## src/rtl/mem_stage_dcache.sv

```systemverilog
// MEM-stage data cache: direct-mapped, write-back, write-allocate, 4-word blocks.
// Loads hit combinationally, stores hit on the next edge, and misses run a
// block-level writeback/fetch handshake with data memory while stalling the pipe.
module mem_stage_dcache #(
  parameter int INDEX_BITS = 3,
  parameter int TAG_BITS   = 32 - INDEX_BITS - 4
) (
  input  logic           CLK,
  input  logic           RESET,
  input  logic           READ,
  input  logic           WRITE,
  input  logic [31:0]    ADDRESS,
  input  logic [31:0]    WRITEDATA,
  output logic [31:0]    READDATA,
  output logic           BUSYWAIT,
  output logic           MEM_READ,
  output logic           MEM_WRITE,
  output logic [27:0]    MEM_ADDRESS,
  output logic [127:0]   MEM_WRITEDATA,
  input  logic [127:0]   MEM_READDATA,
  input  logic           MEM_BUSYWAIT
);

  localparam int SETS = 1 << INDEX_BITS;

  typedef enum logic [1:0] {
    IDLE,
    WRITEBACK,
    FETCH,
    UPDATE
  } state_t;

  state_t                r_state;
  logic [SETS-1:0]       r_valid;
  logic [SETS-1:0]       r_dirty;
  logic [TAG_BITS-1:0]   r_tag  [SETS];
  logic [127:0]          r_data [SETS];

  logic [INDEX_BITS-1:0] w_index;
  logic [TAG_BITS-1:0]   w_tag;
  logic [1:0]            w_offset;
  logic [6:0]            w_bitBase;
  logic                  w_req;
  logic                  w_hit;
  logic                  w_victimDirty;
  logic [127:0]          w_line;
  logic [31:0]           w_word;
  logic                  w_unused;

  // Byte-within-word bits never matter for word accesses.
  assign w_unused      = ^ADDRESS[1:0];

  assign w_index       = ADDRESS[3+INDEX_BITS:4];
  assign w_tag         = ADDRESS[31:4+INDEX_BITS];
  assign w_offset      = ADDRESS[3:2];
  assign w_bitBase     = {w_offset, 5'd0};
  assign w_req         = READ | WRITE;
  assign w_hit         = r_valid[w_index] && (r_tag[w_index] == w_tag);
  assign w_victimDirty = r_valid[w_index] && r_dirty[w_index];

  // Select the addressed word out of the indexed line for same-cycle load data.
  always_comb begin
    w_line = r_data[w_index];
    w_word = w_line[w_bitBase +: 32];
  end

  // Outputs are forced low while reset is held so an abandoned miss releases the pipe at once.
  assign READDATA = (RESET && r_state == IDLE && w_req && w_hit) ? w_word : 32'd0;
  assign BUSYWAIT = RESET && ((r_state != IDLE) || (w_req && !w_hit));

  // Miss controller plus valid/dirty bookkeeping; memory handshake outputs are registered.
  always_ff @(posedge CLK or negedge RESET) begin
    if (!RESET) begin
      r_state       <= IDLE;
      r_valid       <= '0;
      r_dirty       <= '0;
      MEM_READ      <= 1'b0;
      MEM_WRITE     <= 1'b0;
      MEM_ADDRESS   <= 28'd0;
      MEM_WRITEDATA <= 128'd0;
    end else begin
      case (r_state)
        IDLE: begin
          if (w_req && !w_hit) begin
            if (w_victimDirty) begin
              r_state       <= WRITEBACK;
              MEM_WRITE     <= 1'b1;
              MEM_ADDRESS   <= {r_tag[w_index], w_index};
              MEM_WRITEDATA <= r_data[w_index];
            end else begin
              r_state     <= FETCH;
              MEM_READ    <= 1'b1;
              MEM_ADDRESS <= ADDRESS[31:4];
            end
          end else if (WRITE && w_hit) begin
            r_dirty[w_index] <= 1'b1;
          end
        end
        WRITEBACK: begin
          if (!MEM_BUSYWAIT) begin
            r_state     <= FETCH;
            MEM_WRITE   <= 1'b0;
            MEM_READ    <= 1'b1;
            MEM_ADDRESS <= ADDRESS[31:4];
          end
        end
        FETCH: begin
          if (!MEM_BUSYWAIT) begin
            r_state  <= UPDATE;
            MEM_READ <= 1'b0;
          end
        end
        UPDATE: begin
          r_state          <= IDLE;
          r_valid[w_index] <= 1'b1;
          r_dirty[w_index] <= 1'b0;
        end
        default: r_state <= IDLE;
      endcase
    end
  end

  // Tag and data arrays keep their contents across reset; only the valid bits gate their use.
  always_ff @(posedge CLK) begin
    if (r_state == UPDATE) begin
      r_data[w_index] <= MEM_READDATA;
      r_tag[w_index]  <= w_tag;
    end else if (r_state == IDLE && WRITE && w_hit) begin
      r_data[w_index][w_bitBase +: 32] <= WRITEDATA;
    end
  end

endmodule

```

## config.mk

```make
export PLATFORM = sky130hd
export DESIGN_NAME = mem_stage_dcache
export DESIGN_NICKNAME = d
export VERILOG_FILES = /design/src/rtl/mem_stage_dcache.sv
export SDC_FILE = /design/constraint.sdc
export NUM_CORES = 1
export LEC_CHECK = 0
export CAP_MARGIN = 20
export CORE_MARGIN = 5
export CORE_UTILIZATION = 35
export CTS_CLUSTER_DIAMETER = 30
export CTS_CLUSTER_SIZE = 30
export DETAILED_ROUTE_END_ITERATION = 16
export PLACE_DENSITY_LB_ADDON = 0.25
export SYNTH_ARGS = -nofsm -noshare
export SYNTH_HDL_FRONTEND = slang
export SYNTH_SLANG_ARGS = --single-unit
export TNS_END_PERCENT = 5
```

## constraint.sdc

```tcl
create_clock -name CLK -period 5.4 [get_ports CLK]
set_clock_uncertainty 0.1 [all_clocks]
set_input_delay 0.81 -clock CLK [delete_from_list [all_inputs] [get_ports CLK]]
set_output_delay 0.81 -clock CLK [all_outputs]
set_load 0.03 [all_outputs]
```

=== After elaboration in Yosys (flattened, before gate mapping) ===
Memory sizes are Yosys's and may differ from the RTL's.
Index checks and enable logic that the tools add are counted.

* Register bits after elaboration: 176
* Bits in writable memories: 1224
* Input bits: 197
* Output and inout port bits: 191
* Logic and storage cells: 343
* Memories kept: 2

* $add $sub $neg: 1
* Magnitude comparators: 2
* Equality and inequality tests: 11
* Shift operators: 3
* Mux-type cells: 160
* Bitwise operators: 133
* Reductions and logical operators: 24

{| class="wikitable"
|+ Memories
! name !! depth !! width !! rd ports !! clocked after memory_dff !! write ports !! line !! text
|-
| r_data || 8 || 128 || 1 || 0 || 1 || 37 || <nowiki>logic [127:0] r_data [SETS];</nowiki>
|-
| r_tag || 8 || 25 || 1 || 0 || 1 || 36 || <nowiki>logic [TAG_BITS-1:0] r_tag [SETS];</nowiki>
|}

{| class="wikitable"
|+ Operator list
! cell !! number
|-
| 1-bit two-way mux || 141
|-
| 1-bit bitwise OR || 129
|-
| 128-bit two-way mux || 1
|-
| 32-bit by 9-bit variable shift with 128-bit output (first input constant) || 1
|-
| 128-bit by 8-bit indexed part select with 32-bit output || 1
|-
| 32-bit by 9-bit indexed part select with 128-bit output || 1
|-
| 28-bit two-way mux || 3
|-
| 28-bit case mux with 2 select lines || 1
|-
| 32-bit two-way mux || 1
|-
| 25-bit equality test || 1
|-
| 8-bit two-way mux || 2
|-
| 8-bit bitwise OR || 2
|-
| 8-bit case mux with 2 select lines || 1
|-
| 3-bit AND reduction || 4
|-
| 1-bit logical AND || 11
|-
| 2-bit inequality test (second input constant) || 5
|-
| 7-bit negator with 9-bit output || 1
|-
| 8-bit bitwise AND || 1
|-
| 2-bit two-way mux || 4
|-
| 8-bit NOT || 1
|-
| 2-bit case mux with 4 select lines || 1
|-
| 1-bit binary-select mux with 3-bit select || 2
|-
| 2-bit nonzero test || 3
|-
| 5-bit AND reduction || 1
|-
| 13 further kinds || 15
|}

=== Depth between registers and ports, before layout ===
* Word-level depth: 8
* Gate-level depth with buffers: 17
* Gate-level depth less buffers: 9

=== Worst setup path before layout ===
Ideal clock, no wire load.

* Path kind: input-to-reg
* Start point: input port ADDRESS[5]
* End point: memory r_data[0][0] (enable)
* Arrival time: 4.611 ns
* Data required time: 4.879 ns
* Slack: 0.268 ns
* Stages on the path: 12
* Buffers on the path: 4
* Path through: buf_4 buf_4 buf_6 mux4_2 mux2i_1 xnor2_1 a211oi_1 nand4b_1 nor4_4 buf_6 a31oi_1 nor2_1

* Longest elaborated chain between the ends: 8
* Elaborated cells between the ends (all ways): 10
* Those cells by class: 1 x eq/ne; 5 x mux; 1 x bitwise; 2 x reduce/logical; 1 x memory

{| class="wikitable"
|+ Ends and longest elaborated chain
! item !! line !! text
|-
| start: declaration || 12 || <nowiki>input logic [31:0] ADDRESS,</nowiki>
|-
| memory read 8 x 25 bit / 1-bit binary-select mux with 3-bit select (equally long branches) || -- ||
|-
| 25-bit equality test / 1-bit two-way mux (equally long branches) || 58 || <nowiki>assign w_hit = r_valid[w_index] && (r_tag[w_index] == w_tag);</nowiki>
|-
| 1-bit logical AND || 58 ||
|-
| 1-bit logical AND || 128 || <nowiki>end else if (r_state == IDLE && WRITE && w_hit) begin</nowiki>
|-
| 1-bit two-way mux || 128 ||
|-
| 1-bit two-way mux || 125 || <nowiki>if (r_state == UPDATE) begin</nowiki>
|-
| 128-bit two-way mux (not written as such) || 129 || <nowiki>r_data[w_index][w_bitBase +: 32] <= WRITEDATA;</nowiki>
|-
| 1-bit bitwise OR (no source line) || -- ||
|-
| end: declaration || 37 ||
|}

Parallel ways exist; a longest one is shown, timed or not. The select of a mux whose other input is x is not followed.

=== Worst setup path in the final report ===
* Start point: input port ADDRESS[5]
* End point: output port READDATA[4]

* Longest elaborated chain between the ends: 5
* Elaborated cells between the ends (all ways): 9
* Those cells by class: 1 x eq/ne; 1 x shift; 3 x mux; 2 x reduce/logical; 2 x memory

{| class="wikitable"
|+ Ends and longest elaborated chain
! item !! line !! text
|-
| branches (longest 4 deep; another with memory read 8 x 128 bit) || -- ||
|-
| 32-bit two-way mux (*) || 68 || <nowiki>assign READDATA = (RESET && r_state == IDLE && w_req && w_hit) ? w_word : 32'd0;</nowiki>
|-
| end: declaration || 14 || <nowiki>output logic [31:0] READDATA,</nowiki>
|}

Mark *: on every way between the ends. The select of a mux whose other input is x is not followed.

==> impl_metrics.tcl <==
set metrics [dict create \
    syn-num-nets 3736 \
    via_count 37600 \
    cts_buffers 300 \
    worstSetupPathType "in -> out" \
    fin_crit_ns 5.25 \
    start_util_pct 35.1 \
    first_iter_violations 4630 \
    cts.sinks 1400 \
    crit_top_cell "buf_4" \
    startpoint "ADDRESS[5]" \
    synth_most_common_cell "edfxtp_1" \
    routed_wirelength_um 213000 \
    cp_slowest_cell "or4_1" \
    dieWidth_um 408 \
    powerDensity_nw_per_um2 511 \
    synthCells 3530 \
    worst_pin_slew_ns 1.12 \
    tns_ns 0 \
    place_ws_ns 0.0987 \
    fill_cells 13500 \
    drcViolationCount 0 \
    nets 4509 \
    ios 388 \
    finalCritPeriodShare_pct 97.3 \
    vias_per_cell 5.69 \
    drive_above_1_share_pct 23.5 \
    setup_viol 0 \
    grt_max_degree 127 \
    antenna_found_initial 33 \
    globalplace.congestion 0.857 \
    cp_top_family "buffers and inverters" \
    synth_top_area_share_pct 66.2 \
    track_usage_pct 25.0 \
    vdd_drop_max_v 0.000381 \
    grt_pass1_vias 37000 \
    overflow 0 \
    rows 146 \
    r2r_cells 12 \
    cts_tree "yes" \
    path_clk_slew_ns 0.04 \
    p_leak_nw 26.3 \
    rsz0062_at_grt "no" \
    clock_latency_ns 0.86 \
    clock.fmax_ghz 0.190 \
    dr.pass1.iters 6 \
    synth_edf_count 1224 \
    die-area_um2 167000 \
    setup_ws_ns 0.147 \
    dpl.cell_count 6071 \
    yosys_warnings 0 \
    slew_viol_final 0 \
    synth_seq_cells 1400 \
    critPathBufInv 6 \
    synth_area_um2 55500 \
    fin_cells 6612 \
    root_buffer "clkbuf_16" \
    grt_pass1_wl_um 295000 \
    hold_path_class "in -> async" \
    antenna_left 0 \
    routedWlPerCell_um 32.3 \
    rrSetupSlack_ns 1.31 \
    ys_top_cells_by_count "edfxtp_1 (1224), nand2_1 (350), nor2_1 (227)" \
    crit_path_end_kind "output pin" \
    synth_top_area_cell "edfxtp_1" \
    worstReg2RegStart "r_tag[7][24]$_DFFE_PP_" \
    worst-path-stages 13 \
    dp_hpwl_um 138000 \
    htree_levels 5 \
    max_stage_delay_ns 0.54 \
    r2r_end "r_data[3][68]$_DFFE_PP_" \
    cp-start-kind "input pin" \
    crit_path_max_fanout 22 \
    coreArea_um2 158000 \
    seq_area_frac_synth_pct 74.1 \
    crit_arrival_ns 4.34 \
    worstPathRequired_ns 4.49 \
    final_core_util_pct 47.4 \
    seq_area_um2 41200 \
    cap_violations 0 \
    synth_cell_type_count 66 \
    port_buffers 385 \
    slew_headroom_pct 25.4 \
    ys_async_sr_fraction_pct 12.6 \
    syn_area_per_cell_um2 15.7 \
    synth_flop_cell "edfxtp_1" \
    synthTopCellsByArea "edfxtp_1 (66%), dfrtp_1 (7.9%), mux4_2 (3.2%)" \
    area_delta_synth_final_pct 35.0 \
    outcome "finished, final reports clean" \
    final-hold-violation-count 0 \
    crit_chain "clkbuf_8 -> buf_12 -> mux4_2 -> mux2i_1 -> xnor2_1 -> or4_1 -> nor4b_1 -> buf_4 -> nand4b_1 -> buf_4 -> buf_4 -> a21oi_1 -> buf_12" \
    cts_buffer_depth 4 \
    multi_input_area_um2 13700 \
    die_y_um 408 \
]
-- power breakdown --
| part | switching, W | internal (W) |
|---|---|---|
| clock network | 0.00573 | 0.0124 |
| logic | 0.00419 | 0.00244 |
| registers | 0.000538 | 0.0131 |
| total | 0.0105 | 0.0279 |
-- cells by family (layout without fill, tap and decap cells) --
kind of cell | Yosys count | after routing | synth area share [%]
XOR/XNOR | 19 | 19 | 0.300
other | 0 | 18 | 0
AND/OR/NAND/NOR | 719 | 719 | 5.60
buffers and inverters | 244 | 1236 | 1.88
flip-flops | 1400 | 1400 | 74.1
adder cells (fa/ha/maj) | 9 | 9 | 0.203
AO/OA/AOI/OAI | 776 | 776 | 9.28
multiplexers | 363 | 363 | 8.60
-- repair_timing --
action,in CTS,in global routing
endpoints found under the hold margin,28,0
buffers inserted,0,0
hold buffers,1,0
endpoints found under the setup margin,0,3
gates resized for setup,0,3
-- final cells by class --
type,instances,share of cell area (%)
Sequential cell,1400,54.9
Multi-Input combinational cell,1886,18.3
Clock buffer,338,10.5
Timing Repair Buffer,700,9.88
Tap cell,2072,3.46
Clock inverter,183,2.83
Inverter,15,0.0751
Antenna cell,18,0.0601
-- through the flow --
step	hold slack, ns	power, W	instance area (um2)
after global routing	0.360	0.0395	74900
after global placement	0.346	0.0203	64900
after detailed placement	0.354	0.0203	64900
after CTS	0.333	0.0384	74900
after floorplan	0.331	0.0169	55500
final	0.346	0.0383	75000
-- worst max-delay path by stage --
stage                                         to  slack, ns
after floorplan           r_data[0][0]$_DFFE_PP_       0.27
after global placement               READDATA[4]       0.14
after detailed placement            READDATA[25]        0.1
after CTS                           READDATA[25]       0.07
after global routing                 READDATA[4]      0.008
final                                READDATA[4]       0.15
-- sequential cells by signal, indices dropped and copies added, names as in the netlist, named ones only --
signal	flops
MEM_ADDRESS	28
r_tag	200
MEM_WRITEDATA	128
r_data	1024
r_valid	8
r_state	2
MEM_WRITE	1
MEM_READ	1
-- cell usage in the layout, fill, tap and decap left out, types with 144 or more instances in the layout --
cell type / count
a21oi_1: 167
a22oi_1: 144
buf_4: 246
clkbuf_16: 306
clkdlybuf4s50_1: 347
dfrtp_1: 176
edfxtp_1: 1224
mux2i_1: 170
nand2_1: 350
nor2_1: 190
o21ai_0: 158
-- routing by layer --
layer / GRT usage, % / wire, um / up-vias
li1: - / - / 15500
met1: 33.3 / 84100 / 19300
met2: 38.5 / 97200 / 2336
met3: 7.18 / 22900 / 416
met4: 10.4 / 8930 / 22
met5: 0 / 125 / -
(Power assumes the default switching activity.)
